## src/rtl/riscv_lsu_if.sv

```systemverilog
// Bundle of the LSU core-request, core-response, memory and observation-tap signals.
// The slave modport is the LSU view; master is the core/memory environment view.
interface riscv_lsu_if #(
  parameter int DATA_W = 32,
  parameter int ADDR_W = 9
);
  localparam int NB = DATA_W / 8;

  logic              req_valid;
  logic              req_ready;
  logic              req_we;
  logic [2:0]        req_funct3;
  logic [31:0]       req_addr;
  logic [DATA_W-1:0] req_wdata;

  logic              resp_valid;
  logic [DATA_W-1:0] resp_data;
  logic [1:0]        resp_err;

  logic              mem_req;
  logic              mem_we;
  logic [NB-1:0]     mem_be;
  logic [ADDR_W-1:0] mem_addr;
  logic [DATA_W-1:0] mem_wdata;
  logic              mem_ready;
  logic [DATA_W-1:0] mem_rdata;

  logic              wr;
  logic              rd;
  logic [ADDR_W-1:0] addr;
  logic [DATA_W-1:0] wr_data;
  logic [DATA_W-1:0] rd_data;

  // Handshakes: a request transfers on a rising edge where req_valid && req_ready;
  // memory completes on a rising edge where mem_req && mem_ready; resp_valid is a
  // single-cycle pulse with no backpressure.
  modport slave (
    input  req_valid, req_we, req_funct3, req_addr, req_wdata, mem_ready, mem_rdata,
    output req_ready, resp_valid, resp_data, resp_err,
    output mem_req, mem_we, mem_be, mem_addr, mem_wdata,
    output wr, rd, addr, wr_data, rd_data
  );

  modport master (
    output req_valid, req_we, req_funct3, req_addr, req_wdata, mem_ready, mem_rdata,
    input  req_ready, resp_valid, resp_data, resp_err,
    input  mem_req, mem_we, mem_be, mem_addr, mem_wdata,
    input  wr, rd, addr, wr_data, rd_data
  );
endinterface

```

## src/rtl/riscv_lsu.sv

```systemverilog
// RISC-V load/store unit: sizes, aligns and sign-extends loads/stores and runs a
// req/ready memory handshake with wait states and an optional timeout.
module riscv_lsu #(
  parameter int DATA_W  = 32,
  parameter int ADDR_W  = 9,
  parameter int TIMEOUT = 16
) (
  input  logic             clk,
  input  logic             reset,
  riscv_lsu_if.slave       bus,
  output logic [1:0]       dbg_state_o
);
  localparam int NB = DATA_W / 8;
  localparam int OB = $clog2(NB);
  localparam int CW = (TIMEOUT < 1) ? 1 : $clog2(TIMEOUT + 1);

  typedef enum logic [1:0] {S_IDLE = 2'd0, S_ACCESS = 2'd1, S_RESP = 2'd2} state_e;

  state_e            state_q;
  logic              we_q, uns_q;
  logic [1:0]        sz_q;
  logic [OB-1:0]     off_q;
  logic [ADDR_W-1:0] addr_q;
  logic [DATA_W-1:0] sized_q;
  logic [CW-1:0]     cnt_q;

  logic              req_ready_q, resp_valid_q, mem_req_q, mem_we_q, wr_q, rd_q;
  logic [DATA_W-1:0] resp_data_q, mem_wdata_q, wr_data_q, rd_data_q;
  logic [1:0]        resp_err_q;
  logic [NB-1:0]     mem_be_q;
  logic [ADDR_W-1:0] mem_addr_q, tap_addr_q;

  logic [1:0]        sz_d;
  logic              illegal_d, misal_d;
  logic [7:0]        mask8;
  logic [NB-1:0]     be_d;
  logic [DATA_W-1:0] rep_d, sized_d;

  // Request decode: size, legality, alignment, byte enables and lane replication.
  always_comb begin
    sz_d      = bus.req_funct3[1:0];
    illegal_d = (bus.req_funct3 == 3'b111) || (bus.req_funct3[2] && bus.req_we) ||
                ((DATA_W == 32) && ((bus.req_funct3 == 3'b011) || (bus.req_funct3 == 3'b110)));
    case (sz_d)
      2'd0: begin misal_d = 1'b0;                  mask8 = 8'h01; rep_d = {NB{bus.req_wdata[7:0]}}; end
      2'd1: begin misal_d = bus.req_addr[0];       mask8 = 8'h03; rep_d = {(NB/2){bus.req_wdata[15:0]}}; end
      2'd2: begin misal_d = |bus.req_addr[1:0];    mask8 = 8'h0F; rep_d = {(NB/4){bus.req_wdata[31:0]}}; end
      default: begin misal_d = |bus.req_addr[2:0]; mask8 = 8'hFF; rep_d = bus.req_wdata; end
    endcase
    be_d = mask8[NB-1:0] << bus.req_addr[OB-1:0];
    sized_d = '0;
    for (int i = 0; i < NB; i++) begin
      if (mask8[i]) sized_d[8*i +: 8] = bus.req_wdata[8*i +: 8];
    end
  end

  logic [DATA_W-1:0] shifted, ld_data;

  always_comb begin
    shifted = bus.mem_rdata >> {off_q, 3'b000};
    case (sz_q)
      2'd0:    ld_data = uns_q ? DATA_W'(shifted[7:0])  : DATA_W'($signed(shifted[7:0]));
      2'd1:    ld_data = uns_q ? DATA_W'(shifted[15:0]) : DATA_W'($signed(shifted[15:0]));
      2'd2:    ld_data = uns_q ? DATA_W'(shifted[31:0]) : DATA_W'($signed(shifted[31:0]));
      default: ld_data = shifted;
    endcase
  end

  always_ff @(posedge clk) begin
    if (!reset) begin
      state_q      <= S_IDLE;
      we_q         <= 1'b0;
      uns_q        <= 1'b0;
      sz_q         <= '0;
      off_q        <= '0;
      addr_q       <= '0;
      sized_q      <= '0;
      cnt_q        <= '0;
      req_ready_q  <= 1'b1;
      resp_valid_q <= 1'b0;
      resp_data_q  <= '0;
      resp_err_q   <= '0;
      mem_req_q    <= 1'b0;
      mem_we_q     <= 1'b0;
      mem_be_q     <= '0;
      mem_addr_q   <= '0;
      mem_wdata_q  <= '0;
      wr_q         <= 1'b0;
      rd_q         <= 1'b0;
      tap_addr_q   <= '0;
      wr_data_q    <= '0;
      rd_data_q    <= '0;
    end else begin
      resp_valid_q <= 1'b0;
      wr_q         <= 1'b0;
      rd_q         <= 1'b0;
      case (state_q)
        S_IDLE: begin
          if (bus.req_valid) begin
            req_ready_q <= 1'b0;
            we_q        <= bus.req_we;
            uns_q       <= bus.req_funct3[2];
            sz_q        <= sz_d;
            off_q       <= bus.req_addr[OB-1:0];
            addr_q      <= bus.req_addr[ADDR_W-1:0];
            sized_q     <= sized_d;
            if (illegal_d || misal_d) begin
              state_q      <= S_RESP;
              resp_valid_q <= 1'b1;
              resp_data_q  <= '0;
              resp_err_q   <= illegal_d ? 2'b11 : 2'b01;
            end else begin
              state_q     <= S_ACCESS;
              mem_req_q   <= 1'b1;
              mem_we_q    <= bus.req_we;
              mem_be_q    <= be_d;
              mem_addr_q  <= {bus.req_addr[ADDR_W-1:OB], {OB{1'b0}}};
              mem_wdata_q <= rep_d;
              cnt_q       <= CW'(1);
            end
          end
        end
        S_ACCESS: begin
          // Ready wins over timeout when both occur in the same cycle.
          if (bus.mem_ready) begin
            state_q      <= S_RESP;
            mem_req_q    <= 1'b0;
            resp_valid_q <= 1'b1;
            resp_err_q   <= 2'b00;
            resp_data_q  <= we_q ? '0 : ld_data;
            wr_q         <= we_q;
            rd_q         <= !we_q;
            tap_addr_q   <= addr_q;
            if (we_q) wr_data_q <= sized_q;
            else      rd_data_q <= ld_data;
          end else if ((TIMEOUT != 0) && (cnt_q == CW'(TIMEOUT))) begin
            state_q      <= S_RESP;
            mem_req_q    <= 1'b0;
            resp_valid_q <= 1'b1;
            resp_err_q   <= 2'b10;
            resp_data_q  <= '0;
          end else begin
            cnt_q <= cnt_q + CW'(1);
          end
        end
        default: begin
          state_q     <= S_IDLE;
          req_ready_q <= 1'b1;
        end
      endcase
    end
  end

  assign bus.req_ready  = req_ready_q;
  assign bus.resp_valid = resp_valid_q;
  assign bus.resp_data  = resp_data_q;
  assign bus.resp_err   = resp_err_q;
  assign bus.mem_req    = mem_req_q;
  assign bus.mem_we     = mem_we_q;
  assign bus.mem_be     = mem_be_q;
  assign bus.mem_addr   = mem_addr_q;
  assign bus.mem_wdata  = mem_wdata_q;
  assign bus.wr         = wr_q;
  assign bus.rd         = rd_q;
  assign bus.addr       = tap_addr_q;
  assign bus.wr_data    = wr_data_q;
  assign bus.rd_data    = rd_data_q;
  assign dbg_state_o    = state_q;
endmodule
```

## src/flat_wrapper.sv

```systemverilog
// flat-port wrapper written by rule: the top's interface ports become plain ports
module riscv_lsu_flat 
#(
  parameter int DATA_W  = 32,
  parameter int ADDR_W  = 9,
  parameter int TIMEOUT = 16
)
  (clk, reset, dbg_state_o, bus_req_valid, bus_req_we, bus_req_funct3, bus_req_addr, bus_req_wdata, bus_mem_ready, bus_mem_rdata, bus_req_ready, bus_resp_valid, bus_resp_data, bus_resp_err, bus_mem_req, bus_mem_we, bus_mem_be, bus_mem_addr, bus_mem_wdata, bus_wr, bus_rd, bus_addr, bus_wr_data, bus_rd_data);
  riscv_lsu_if #(.DATA_W(DATA_W), .ADDR_W(ADDR_W)) bus_i ();
  input  logic clk;
  input  logic reset;
  output logic [1:0] dbg_state_o;
  input wire logic [$bits(bus_i.req_valid)-1:0] bus_req_valid;
  input wire logic [$bits(bus_i.req_we)-1:0] bus_req_we;
  input wire logic [$bits(bus_i.req_funct3)-1:0] bus_req_funct3;
  input wire logic [$bits(bus_i.req_addr)-1:0] bus_req_addr;
  input wire logic [$bits(bus_i.req_wdata)-1:0] bus_req_wdata;
  input wire logic [$bits(bus_i.mem_ready)-1:0] bus_mem_ready;
  input wire logic [$bits(bus_i.mem_rdata)-1:0] bus_mem_rdata;
  output wire logic [$bits(bus_i.req_ready)-1:0] bus_req_ready;
  output wire logic [$bits(bus_i.resp_valid)-1:0] bus_resp_valid;
  output wire logic [$bits(bus_i.resp_data)-1:0] bus_resp_data;
  output wire logic [$bits(bus_i.resp_err)-1:0] bus_resp_err;
  output wire logic [$bits(bus_i.mem_req)-1:0] bus_mem_req;
  output wire logic [$bits(bus_i.mem_we)-1:0] bus_mem_we;
  output wire logic [$bits(bus_i.mem_be)-1:0] bus_mem_be;
  output wire logic [$bits(bus_i.mem_addr)-1:0] bus_mem_addr;
  output wire logic [$bits(bus_i.mem_wdata)-1:0] bus_mem_wdata;
  output wire logic [$bits(bus_i.wr)-1:0] bus_wr;
  output wire logic [$bits(bus_i.rd)-1:0] bus_rd;
  output wire logic [$bits(bus_i.addr)-1:0] bus_addr;
  output wire logic [$bits(bus_i.wr_data)-1:0] bus_wr_data;
  output wire logic [$bits(bus_i.rd_data)-1:0] bus_rd_data;
  assign bus_i.req_valid = bus_req_valid;
  assign bus_i.req_we = bus_req_we;
  assign bus_i.req_funct3 = bus_req_funct3;
  assign bus_i.req_addr = bus_req_addr;
  assign bus_i.req_wdata = bus_req_wdata;
  assign bus_i.mem_ready = bus_mem_ready;
  assign bus_i.mem_rdata = bus_mem_rdata;
  assign bus_req_ready = bus_i.req_ready;
  assign bus_resp_valid = bus_i.resp_valid;
  assign bus_resp_data = bus_i.resp_data;
  assign bus_resp_err = bus_i.resp_err;
  assign bus_mem_req = bus_i.mem_req;
  assign bus_mem_we = bus_i.mem_we;
  assign bus_mem_be = bus_i.mem_be;
  assign bus_mem_addr = bus_i.mem_addr;
  assign bus_mem_wdata = bus_i.mem_wdata;
  assign bus_wr = bus_i.wr;
  assign bus_rd = bus_i.rd;
  assign bus_addr = bus_i.addr;
  assign bus_wr_data = bus_i.wr_data;
  assign bus_rd_data = bus_i.rd_data;
  riscv_lsu #(.DATA_W(DATA_W), .ADDR_W(ADDR_W), .TIMEOUT(TIMEOUT)) u_core (.clk(clk), .reset(reset), .bus(bus_i), .dbg_state_o(dbg_state_o));
endmodule
```

## config.mk

```make
export PLATFORM = sky130hd
export DESIGN_NAME = riscv_lsu_flat
export DESIGN_NICKNAME = d
export VERILOG_FILES = /design/src/rtl/riscv_lsu_if.sv /design/src/rtl/riscv_lsu.sv /design/src/flat_wrapper.sv
export SDC_FILE = /design/constraint.sdc
export NUM_CORES = 1
export LEC_CHECK = 0
export BUFFER_PORTS_ARGS = -buffer_cell sky130_fd_sc_hd__buf_2
export CAP_MARGIN = 25
export CORE_MARGIN = 4
export CORE_UTILIZATION = 30
export CTS_CLUSTER_DIAMETER = 120
export DETAILED_ROUTE_END_ITERATION = 8
export GPL_ROUTABILITY_DRIVEN = 1
export HOLD_SLACK_MARGIN = 0.05
export PLACE_DENSITY = 0.53
export SYNTH_ARGS = -nofsm -noshare
export SYNTH_HDL_FRONTEND = slang
export SYNTH_SLANG_ARGS = --single-unit
```

## constraint.sdc

```tcl
create_clock -name clk -period 2.8 [get_ports clk]
set_input_delay 0.7 -clock clk [delete_from_list [all_inputs] [get_ports clk]]
set_output_delay 0.7 -clock clk [all_outputs]
set_load 0.005 [all_outputs]
```

==> impl_metrics.ini <==
[setup_path]
critical_path_arrival_ns = 2.48
regToRegEndpoint = u_core.bus.mem_be[1]
crit_path_max_fanout = 15
r2r_start = u_core.dbg_state_o[1]
worstPathCellList = or3b_2, a21o_1, or3_1, a21oi_1
slowest_delay_ns = 0.68
cpMaxStageDelayCell = or3b_2
rrSetupSlack_ns = 0.76
critPathKind = reg2reg
crit_required_ns = 3.24
worstSetupEndpointType = flip-flop
crit_start = u_core.dbg_state_o[1]
startpoint_type = flip-flop
crit_end = u_core.bus.mem_be[1]
ff2ff_path_depth = 4

[timing]
fin_tns_setup_ns = 0
worst_slew_pin_slew_ns = 0.774
finalCriticalPeriod_ns = 2.04
clock.fmax_ghz = 0.490
slew_headroom_pct = 48.4
slew_viol_final = 0
hold_viol = 0
rsz0062_at_grt = no
fin_skew_ns = 0.00926
whs_ns = 0.430
finalCritPeriodShare_pct = 72.9
setup_viol = 0

[cells_and_area]
multiInputGateArea_um2 = 3670
area_growth_pct = 28.5
nFillCells = 2810
drive_gt1_share_pct = 27.3
final_nets = 1291
seqCellArea_um2 = 4160

[outcome]
status = complete, no violations

[global_routing]
grt_start_max_net_pins = 156
grt_first_pass_wirelength_um = 42200
grt.total_usage_pct = 17.0
grt_pass1_vias = 7234
antenna_found_initial = 3
grt-ovfl-total = 0

[yosys]
synth_ff_type = dfxtp_1
netlist_instances = 975
synth-seq-cells = 208
seq_area_frac_synth_pct = 50.1
avgSynthCellArea_um2 = 8.52
synth_edf_count = 0
yosysUniqueCellTypes = 53
synth_warnings = 0
yosys.area.top_type = dfxtp_1
async_reset_ff_share_pct = 0
synthTopCellsByCount = nand2_1, dfxtp_1, a21oi_1, mux2i_1, clkbuf_1
synthesis.area_um2 = 8310
synth_area_leaders = dfxtp_1, nand2_1, a21oi_1
netlist.area_leader.share_pct = 50.1
yosysMostFrequentCell = nand2_1

[clock_network]
clock_sinks = 208
post-cts-setup-buffer-count = 0
cts_buffer_depth = 3
worstSkewPairLatency_ns = 0.52
postCtsHoldBufs = 0
numCtsBuffers = 26
cts-htree-levels = 1
clock-root-buffer = clkbuf_16
cts_resized = 0
path_clk_slew_ns = 0.06
cts_tree = built

[drt]
wirelength_um = 27100
wl_per_cell_um = 17.2
drc = 0
drtIter0Drc = 381
vias_per_cell = 4.75
dr.pass1.iters = 5
vias = 7502
ant_nets = 0

[die]
dieArea_um2 = 30400
core_um2 = 27100
io_pins = 264
rows = 60
die_h_um = 174
die_w_um = 174
initial_core_util_pct = 30.6

[placed_design]
port_buffers = 238
hpwl_um = 18800
gp_congestion = 0.804

[flow_run]
maxCapViolations = 0

[pwr]
vdd_drop_max_mv = 0.338
powerDensity_nw_per_um2 = 682
p_leak_nw = 4.63

[hold_path]
hold_class = in2reg
worst max-delay path: cells and delay by family (launching register included):
kind / cells / cell delay [ns]
DFF: 1 / 0.36
AOI/OAI and AO/OA: 2 / 0.51
and+or+nand+nor: 2 / 1.07
placed cells by master, fill, tap and decap left out, types with 5 or more instances in the layout:
| cell | count |
|---|---|
| a221o_1 | 8 |
| o221ai_1 | 7 |
| dfxtp_1 | 208 |
| a211o_1 | 10 |
| clkinv_2 | 5 |
| inv_1 | 19 |
| a21oi_1 | 145 |
| o21ai_0 | 34 |
| clkbuf_1 | 6 |
| nand2_1 | 235 |
| mux2_2 | 8 |
| nand3_1 | 44 |
| a211oi_1 | 18 |
| nand2b_1 | 8 |
| buf_4 | 21 |
| clkbuf_16 | 26 |
| buf_2 | 238 |
| mux2i_1 | 50 |
| o211ai_1 | 7 |
| nor2_1 | 44 |
layer usage:
layer | track usage (%) | up-vias | wire length [um]
met3 | 4.09 | 43 | 1740
met4 | 4.55 | 4 | 649
met5 | 0 | - | 25
met2 | 27.1 | 197 | 12200
li1 | - | 3741 | -
met1 | 23.2 | 3517 | 12500
logic make-up after synthesis:
| family | Yosys count | share of synthesized area [%] |
|---|---|---|
| fa+ha+maj | 2 | 0.301 |
| mux | 60 | 7.65 |
| other cells | 1 | 0.0452 |
| buf+inv | 100 | 5.81 |
| compound gates | 239 | 16.9 |
| flops | 208 | 50.1 |
| xor+xnor | 3 | 0.316 |
| simple gates | 362 | 18.8 |
flip-flops by register name (all words and copies together) (netlist names), 4 cells and up:
| signal | count |
|---|---|
| u_core.bus.mem_wdata | 32 |
| u_core.bus.rd_data | 32 |
| u_core.bus.resp_data | 32 |
| u_core.bus.wr_data | 32 |
| u_core.sized_q | 32 |
| u_core.addr_q | 9 |
| u_core.bus.addr | 9 |
| u_core.bus.mem_addr | 7 |
| u_core.cnt_q | 5 |
| u_core.bus.mem_be | 4 |
layout make-up:
type,instances,area share (%)
diodes,1,0.0235
clock buffers,36,6.82
clock inverters,12,1.65
inverters,20,0.727
multi-input cells,668,34.4
flip-flops and latches,208,39.0
well taps,372,4.36
repair buffers,261,13.0
report_power, final:
part / total [mW] / internal (mW) / switching, mW
Clock: 3.47 / 2.19 / 1.28
Combinational: 0.683 / 0.256 / 0.427
Sequential: 3.13 / 3.06 / 0.0604
worst min path at each step:
| stage | cells past startpoint | to | startpoint | slack [ns] |
|---|---|---|---|---|
| 2_1_floorplan | 2 | u_core.bus.wr_data[0] | u_core.sized_q[0] | 0.43 |
| 3_3_place_gp | 2 | u_core.bus.rd_data[14] | u_core.bus.rd_data[14] | 0.43 |
| 3_5_place_dp | 2 | u_core.bus.rd_data[8] | u_core.bus.rd_data[8] | 0.43 |
| 4_1_cts | 3 | u_core.bus.mem_addr[4] | bus_req_addr[4] | 0.40 |
| 5_1_grt | 3 | u_core.addr_q[7] | bus_req_addr[7] | 0.41 |
| 6_report | 3 | u_core.addr_q[3] | bus_req_addr[3] | 0.43 |
through the flow:
stage | setup WS, ns | power (mW) | util, % | cells | cell area, um^2
after floorplan | 0.773 | 3.58 | - | 976 | 8310
after global placement | 0.384 | 3.87 | 36.0 | 1529 | 9760
after detailed placement | 0.397 | 3.87 | 36.0 | 1529 | 9760
after CTS | 0.744 | 7.38 | 39.4 | 1577 | 10700
after global routing | 0.667 | 7.60 | 39.4 | 1578 | 10700
final | 0.759 | 7.28 | 39.4 | 1578 | 10700
Note: power is estimated with default switching activity, not from simulation.
